**src/rtl/gate_vector_driver.sv**
```systemverilog
// Self-test stimulus stage for a 2-input gate: walks {a,b} through 00..11,
// samples f after each hold and checks it against a truth table.
module gate_vector_driver #(
    parameter int unsigned HOLD_CYCLES = 4,
    parameter logic [3:0]  EXP_TABLE   = 4'b1000
) (
    input  logic       clk,
    input  logic       rst,
    input  logic       start,
    output logic       a,
    output logic       b,
    input  logic       f,
    output logic       busy,
    output logic       done,
    output logic       pass,
    output logic [2:0] err_count,
    output logic [3:0] fail_vec
);

    typedef enum logic [1:0] {
        S_IDLE,
        S_APPLY,
        S_FINISH
    } state_t;

    localparam logic [7:0] HC_LAST = 8'(HOLD_CYCLES - 1);

    state_t     r_state;
    state_t     w_next;
    logic [1:0] r_idx;
    logic [7:0] r_hc;
    logic       r_a;
    logic       r_b;
    logic       r_pass;
    logic [2:0] r_err;
    logic [3:0] r_fvec;

    logic       w_last_hold;
    logic       w_mismatch;
    logic [2:0] w_err_nxt;

    assign w_last_hold = (r_state == S_APPLY) && (r_hc == HC_LAST);
    assign w_mismatch  = w_last_hold && (f != EXP_TABLE[r_idx]);
    assign w_err_nxt   = r_err + 3'(w_mismatch);

    assign a         = r_a;
    assign b         = r_b;
    assign pass      = r_pass;
    assign err_count = r_err;
    assign fail_vec  = r_fvec;

    always_ff @(posedge clk or posedge rst) begin
        if (rst) begin
            r_state <= S_IDLE;
        end else begin
            r_state <= w_next;
        end
    end

    always_comb begin
        w_next = r_state;
        busy   = 1'b0;
        done   = 1'b0;
        unique case (r_state)
            S_IDLE: begin
                if (start) begin
                    w_next = S_APPLY;
                end
            end
            S_APPLY: begin
                busy = 1'b1;
                if (w_last_hold && (r_idx == 2'd3)) begin
                    w_next = S_FINISH;
                end
            end
            S_FINISH: begin
                busy   = 1'b1;
                done   = 1'b1;
                w_next = S_IDLE;
            end
            default: w_next = S_IDLE;
        endcase
    end

    always_ff @(posedge clk or posedge rst) begin
        if (rst) begin
            r_idx  <= 2'd0;
            r_hc   <= 8'd0;
            r_a    <= 1'b0;
            r_b    <= 1'b0;
            r_pass <= 1'b0;
            r_err  <= 3'd0;
            r_fvec <= 4'd0;
        end else begin
            unique case (r_state)
                S_IDLE: begin
                    if (start) begin
                        r_idx  <= 2'd0;
                        r_hc   <= 8'd0;
                        r_a    <= 1'b0;
                        r_b    <= 1'b0;
                        r_pass <= 1'b0;
                        r_err  <= 3'd0;
                        r_fvec <= 4'd0;
                    end
                end
                S_APPLY: begin
                    if (w_last_hold) begin
                        r_hc  <= 8'd0;
                        r_err <= w_err_nxt;
                        if (w_mismatch) begin
                            r_fvec[r_idx] <= 1'b1;
                        end
                        // pass uses the updated count so a last-vector miss counts
                        if (r_idx == 2'd3) begin
                            r_a    <= 1'b0;
                            r_b    <= 1'b0;
                            r_pass <= (w_err_nxt == 3'd0);
                        end else begin
                            r_idx        <= r_idx + 2'd1;
                            {r_a, r_b}   <= r_idx + 2'd1;
                        end
                    end else begin
                        r_hc <= r_hc + 8'd1;
                    end
                end
                S_FINISH: begin
                    r_idx <= 2'd0;
                end
                default: begin
                    r_idx <= 2'd0;
                end
            endcase
        end
    end

endmodule

```
**config.mk**
```make
export PLATFORM = sky130hd
export DESIGN_NAME = gate_vector_driver
export DESIGN_NICKNAME = d
export VERILOG_FILES = /design/src/rtl/gate_vector_driver.sv
export SDC_FILE = /design/constraint.sdc
export NUM_CORES = 1
export LEC_CHECK = 0
export CAP_MARGIN = 25
export CORE_AREA = 2 2 69 55
export CTS_CLUSTER_SIZE = 25
export DETAILED_ROUTE_END_ITERATION = 7
export DIE_AREA = 0 0 71 57
export GPL_TIMING_DRIVEN = 0
export PLACE_DENSITY_LB_ADDON = 0.25
export SETUP_SLACK_MARGIN = 0.4
export SKIP_CTS_REPAIR_TIMING = 1
export SYNTH_ARGS = -nofsm -noshare
export SYNTH_HDL_FRONTEND = slang
export SYNTH_SLANG_ARGS = --single-unit
```
**constraint.sdc**
```tcl
create_clock -name clk -period 7.3 [get_ports clk]
set_clock_uncertainty 0.15 [all_clocks]
set_input_delay 1.095 -clock clk [delete_from_list [all_inputs] [get_ports clk]]
set_output_delay 1.095 -clock clk [all_outputs]
set_load 0.01 [all_outputs]
```
==> results.toml <==
[run_status]
status = "complete, no violations"

[placed_design]
routabilityCongestion = 0.7846
place.detailed.hpwl_um = 1899
io_buffers = 15
dp.cells = 199
place_ws_ps = 4176

[logic_synthesis]
ys_types = 31
post-synth-top-count-cell = "dfrtp_1"
syn_nets = 156
syn_inst = 142
ys_ff_latch = 22
syn_area_per_cell_um2 = 9.155
syn-cell-area_um2 = 1300
synth_warnings = 0
async_reset_ff_share_pct = 100.0
synth_area_leaders = "dfrtp_1 (42%), ha_1 (9.6%), a22o_1 (5.4%), nand2_1 (4.6%), nor2_1 (3.5%)"
yosysSeqAreaShare_pct = 42.35
synth_common_cells = "dfrtp_1 (22), nand2_1 (16), nor2_1 (12)"
synth_top_area_share_pct = 42.35
ys.flop_type = "dfrtp_1"
synth_edf_count = 0
synth_top_cell_by_area = "dfrtp_1"

[die]
row_count = 19
dieArea_um2 = 4047
ioPinCount = 16
start_util_pct = 37.71
fp.dieW_um = 71
fp.dieH_um = 57
fp.coreArea_um2 = 3447

[power]
powerDensity_nw_per_um2 = 293.2
switching_share_pct = 37.18
p_leak_nw = 0.6874
p_sw_mw = 0.1716
combPwrFrac_pct = 40.1
intPower_mw = 0.2899
max-vdd-ir-drop_mv = 0.1792
power.share.clock_pct = 25.4
p_seq_share_pct = 34.6

[worst_setup_path]
slowest_delay_ps = 470
worstPathRequired_ps = 7340
critPathSlowestCell = "or4b_4"
critPathArrivalTime_ps = 3050
critPathMaxFanout = 8
end_kind = "flop"
critPathKind = "reg -> reg"
path_cells = "ha_1 > or4b_4 > buf_6 > or2_1 > buf_6 > nor3b_1 > ha_1 > ha_1 > nor4_1 > nand4_1 > o21ai_0"
cp_common_cell = "ha_1"
worstSetupStartpointType = "flop"

[clock_tree]
cts_buffers = 3
path_clk_slew_ps = 90
clockBufferDepth = 2
cts_tree = "built"
insertion_delay_ps = 270
cts.sinks = 22
cts_root_buf = "clkbuf_8"
cts_htree_levels = 1

[timing]
tightest_slew_ps = 849.4
setup_viol = 0
rsz0062_at_grt = "no"
setup_ws_ps = 4294
timing.final.crit_share_pct = 41.18
finalHoldViolations = 0
finalMaxSlewViolations = 0
fin_tns_setup_ps = 0
max_slew_margin_pct = 41.76
max_freq_ghz = 0.3327
fin_crit_ps = 3006
worst_hold_slack_ps = 358.9

[detailed_routing]
drc = 0
routed_wl_um = 2732
firstDrtPassIters = 4
drt-initial-drc-count = 21
via_per_inst = 5.374
num_vias = 1091
ant_nets = 0
wl_per_cell_um = 13.46

[layout]
num_antenna_cells = 0
final_nets = 176
drive_gt1_share_pct = 5.590
nFillCells = 327
area_growth_syn_to_layout_pct = 21.08
final_cells = 203

[global_routing]
antenna_found_initial = 0
grt_pass1_vias = 1049
grt_usage_pct = 14.87
grt_pass1_wl_um = 4774
grt-ovfl-total = 0
grt_start_max_net_pins = 23

[run]
cap_violations = 0

[min_path]
hold_class = "reg -> reg"
-- worst max-delay path: cells and delay by family (launching register included) --
kind | cells | cell delay [ps]
simple gates | 5 | 1310
fa+ha+maj | 3 | 690
buf+inv | 2 | 290
compound gates | 1 | 100
flops | 1 | 400
-- cells in the final DEF (no fill, tap or decap), drive strengths merged --
master | Yosys | final
nand2 | 16 | 16
o21ai | 8 | 8
nor3 | 6 | 6
o41ai | 1 | 1
nor2b | 2 | 2
nand3 | 5 | 5
dfrtp | 22 | 22
a21oi | 8 | 8
xnor2 | 1 | 1
or3b | 1 | 1
bufinv | 0 | 1
buf | 2 | 2
inv | 11 | 11
a31oi | 1 | 1
clkdlybuf4s50 | 0 | 15
nor4 | 4 | 4
a311o | 1 | 1
or3 | 1 | 1
ha | 10 | 10
nor2 | 12 | 12
o31ai | 2 | 2
nor3b | 1 | 1
or4b | 1 | 1
a22o | 8 | 8
clkbuf | 5 | 8
nand2b | 1 | 1
o21a | 1 | 1
o22ai | 1 | 1
o221ai | 2 | 2
xor2 | 1 | 1
nand4 | 3 | 3
or2 | 1 | 1
mux2i | 3 | 3
-- path summary, 6_finish.rpt --
| check | slack (ps) | depth (start not counted) | to | start |
|---|---|---|---|---|
| min | 360 | 2 | fail_vec[0] | fail_vec[0] |
| max in group asynchronous | 5330 | 2 | err_count[2] | rst |
| min in group asynchronous | 1140 | 2 | b | rst |
| max | 4290 | 11 | pass | r_hc[0] |
| min reg2reg | 360 | 2 | fail_vec[0] | fail_vec[0] |
| max reg2reg | 4290 | 11 | pass | r_hc[0] |
-- sequential cells by signal, indices dropped and copies added (netlist names) --
| name | count |
|---|---|
| r_state | 2 |
| b | 1 |
| pass | 1 |
| fail_vec | 4 |
| r_idx | 2 |
| r_hc | 8 |
| a | 1 |
| err_count | 3 |
-- power by group through the flow --
stage | sequential, mW | combinational (mW) | clock [mW]
2_1_floorplan | 0.162 | 0.125 | 0
3_3_place_gp | 0.162 | 0.182 | 0
3_5_place_dp | 0.162 | 0.182 | 0
4_1_cts | 0.160 | 0.185 | 0.118
5_1_grt | 0.163 | 0.209 | 0.124
6_report | 0.160 | 0.185 | 0.117
-- per-stage QoR --
stage | area, um2 | power (mW) | util (%)
global route | 1574 | 0.4961 | 45.66
finish | 1574 | 0.4615 | 45.66
detailed placement | 1503 | 0.3440 | 43.59
CTS | 1574 | 0.4623 | 45.66
floorplan | 1300 | 0.2871 | -
global placement | 1503 | 0.3431 | 43.59
-- per-layer routing --
layer  vias up  global-route usage, %  share of wire [%]
met5         -                      0                  0
met4         0                  4.043               0.99
met3         2                  4.064                4.1
met2        19                  21.09                 40
met1       522                  22.42                 55
li1        548                      -                  -
-- kinds of logic after synthesis --
family	share of synthesized area (%)
simple gates	20.40
compound gates	17.61
flops	42.35
buf+inv	6.352
fa+ha+maj	9.625
mux	2.310
xor+xnor	1.348
-- final cells by class --
type	count	area, um2	share of cell area, %
clock inverters	1	30.03	1.908
well taps	42	52.55	3.339
multi-input cells	102	666.9	42.37
inverters	11	41.29	2.623
repair buffers	15	150.1	9.539
plain buffers	7	41.29	2.623
flip-flops and latches	22	550.5	34.98
clock buffers	3	41.29	2.623
Note: power is estimated with default switching activity, not from simulation.
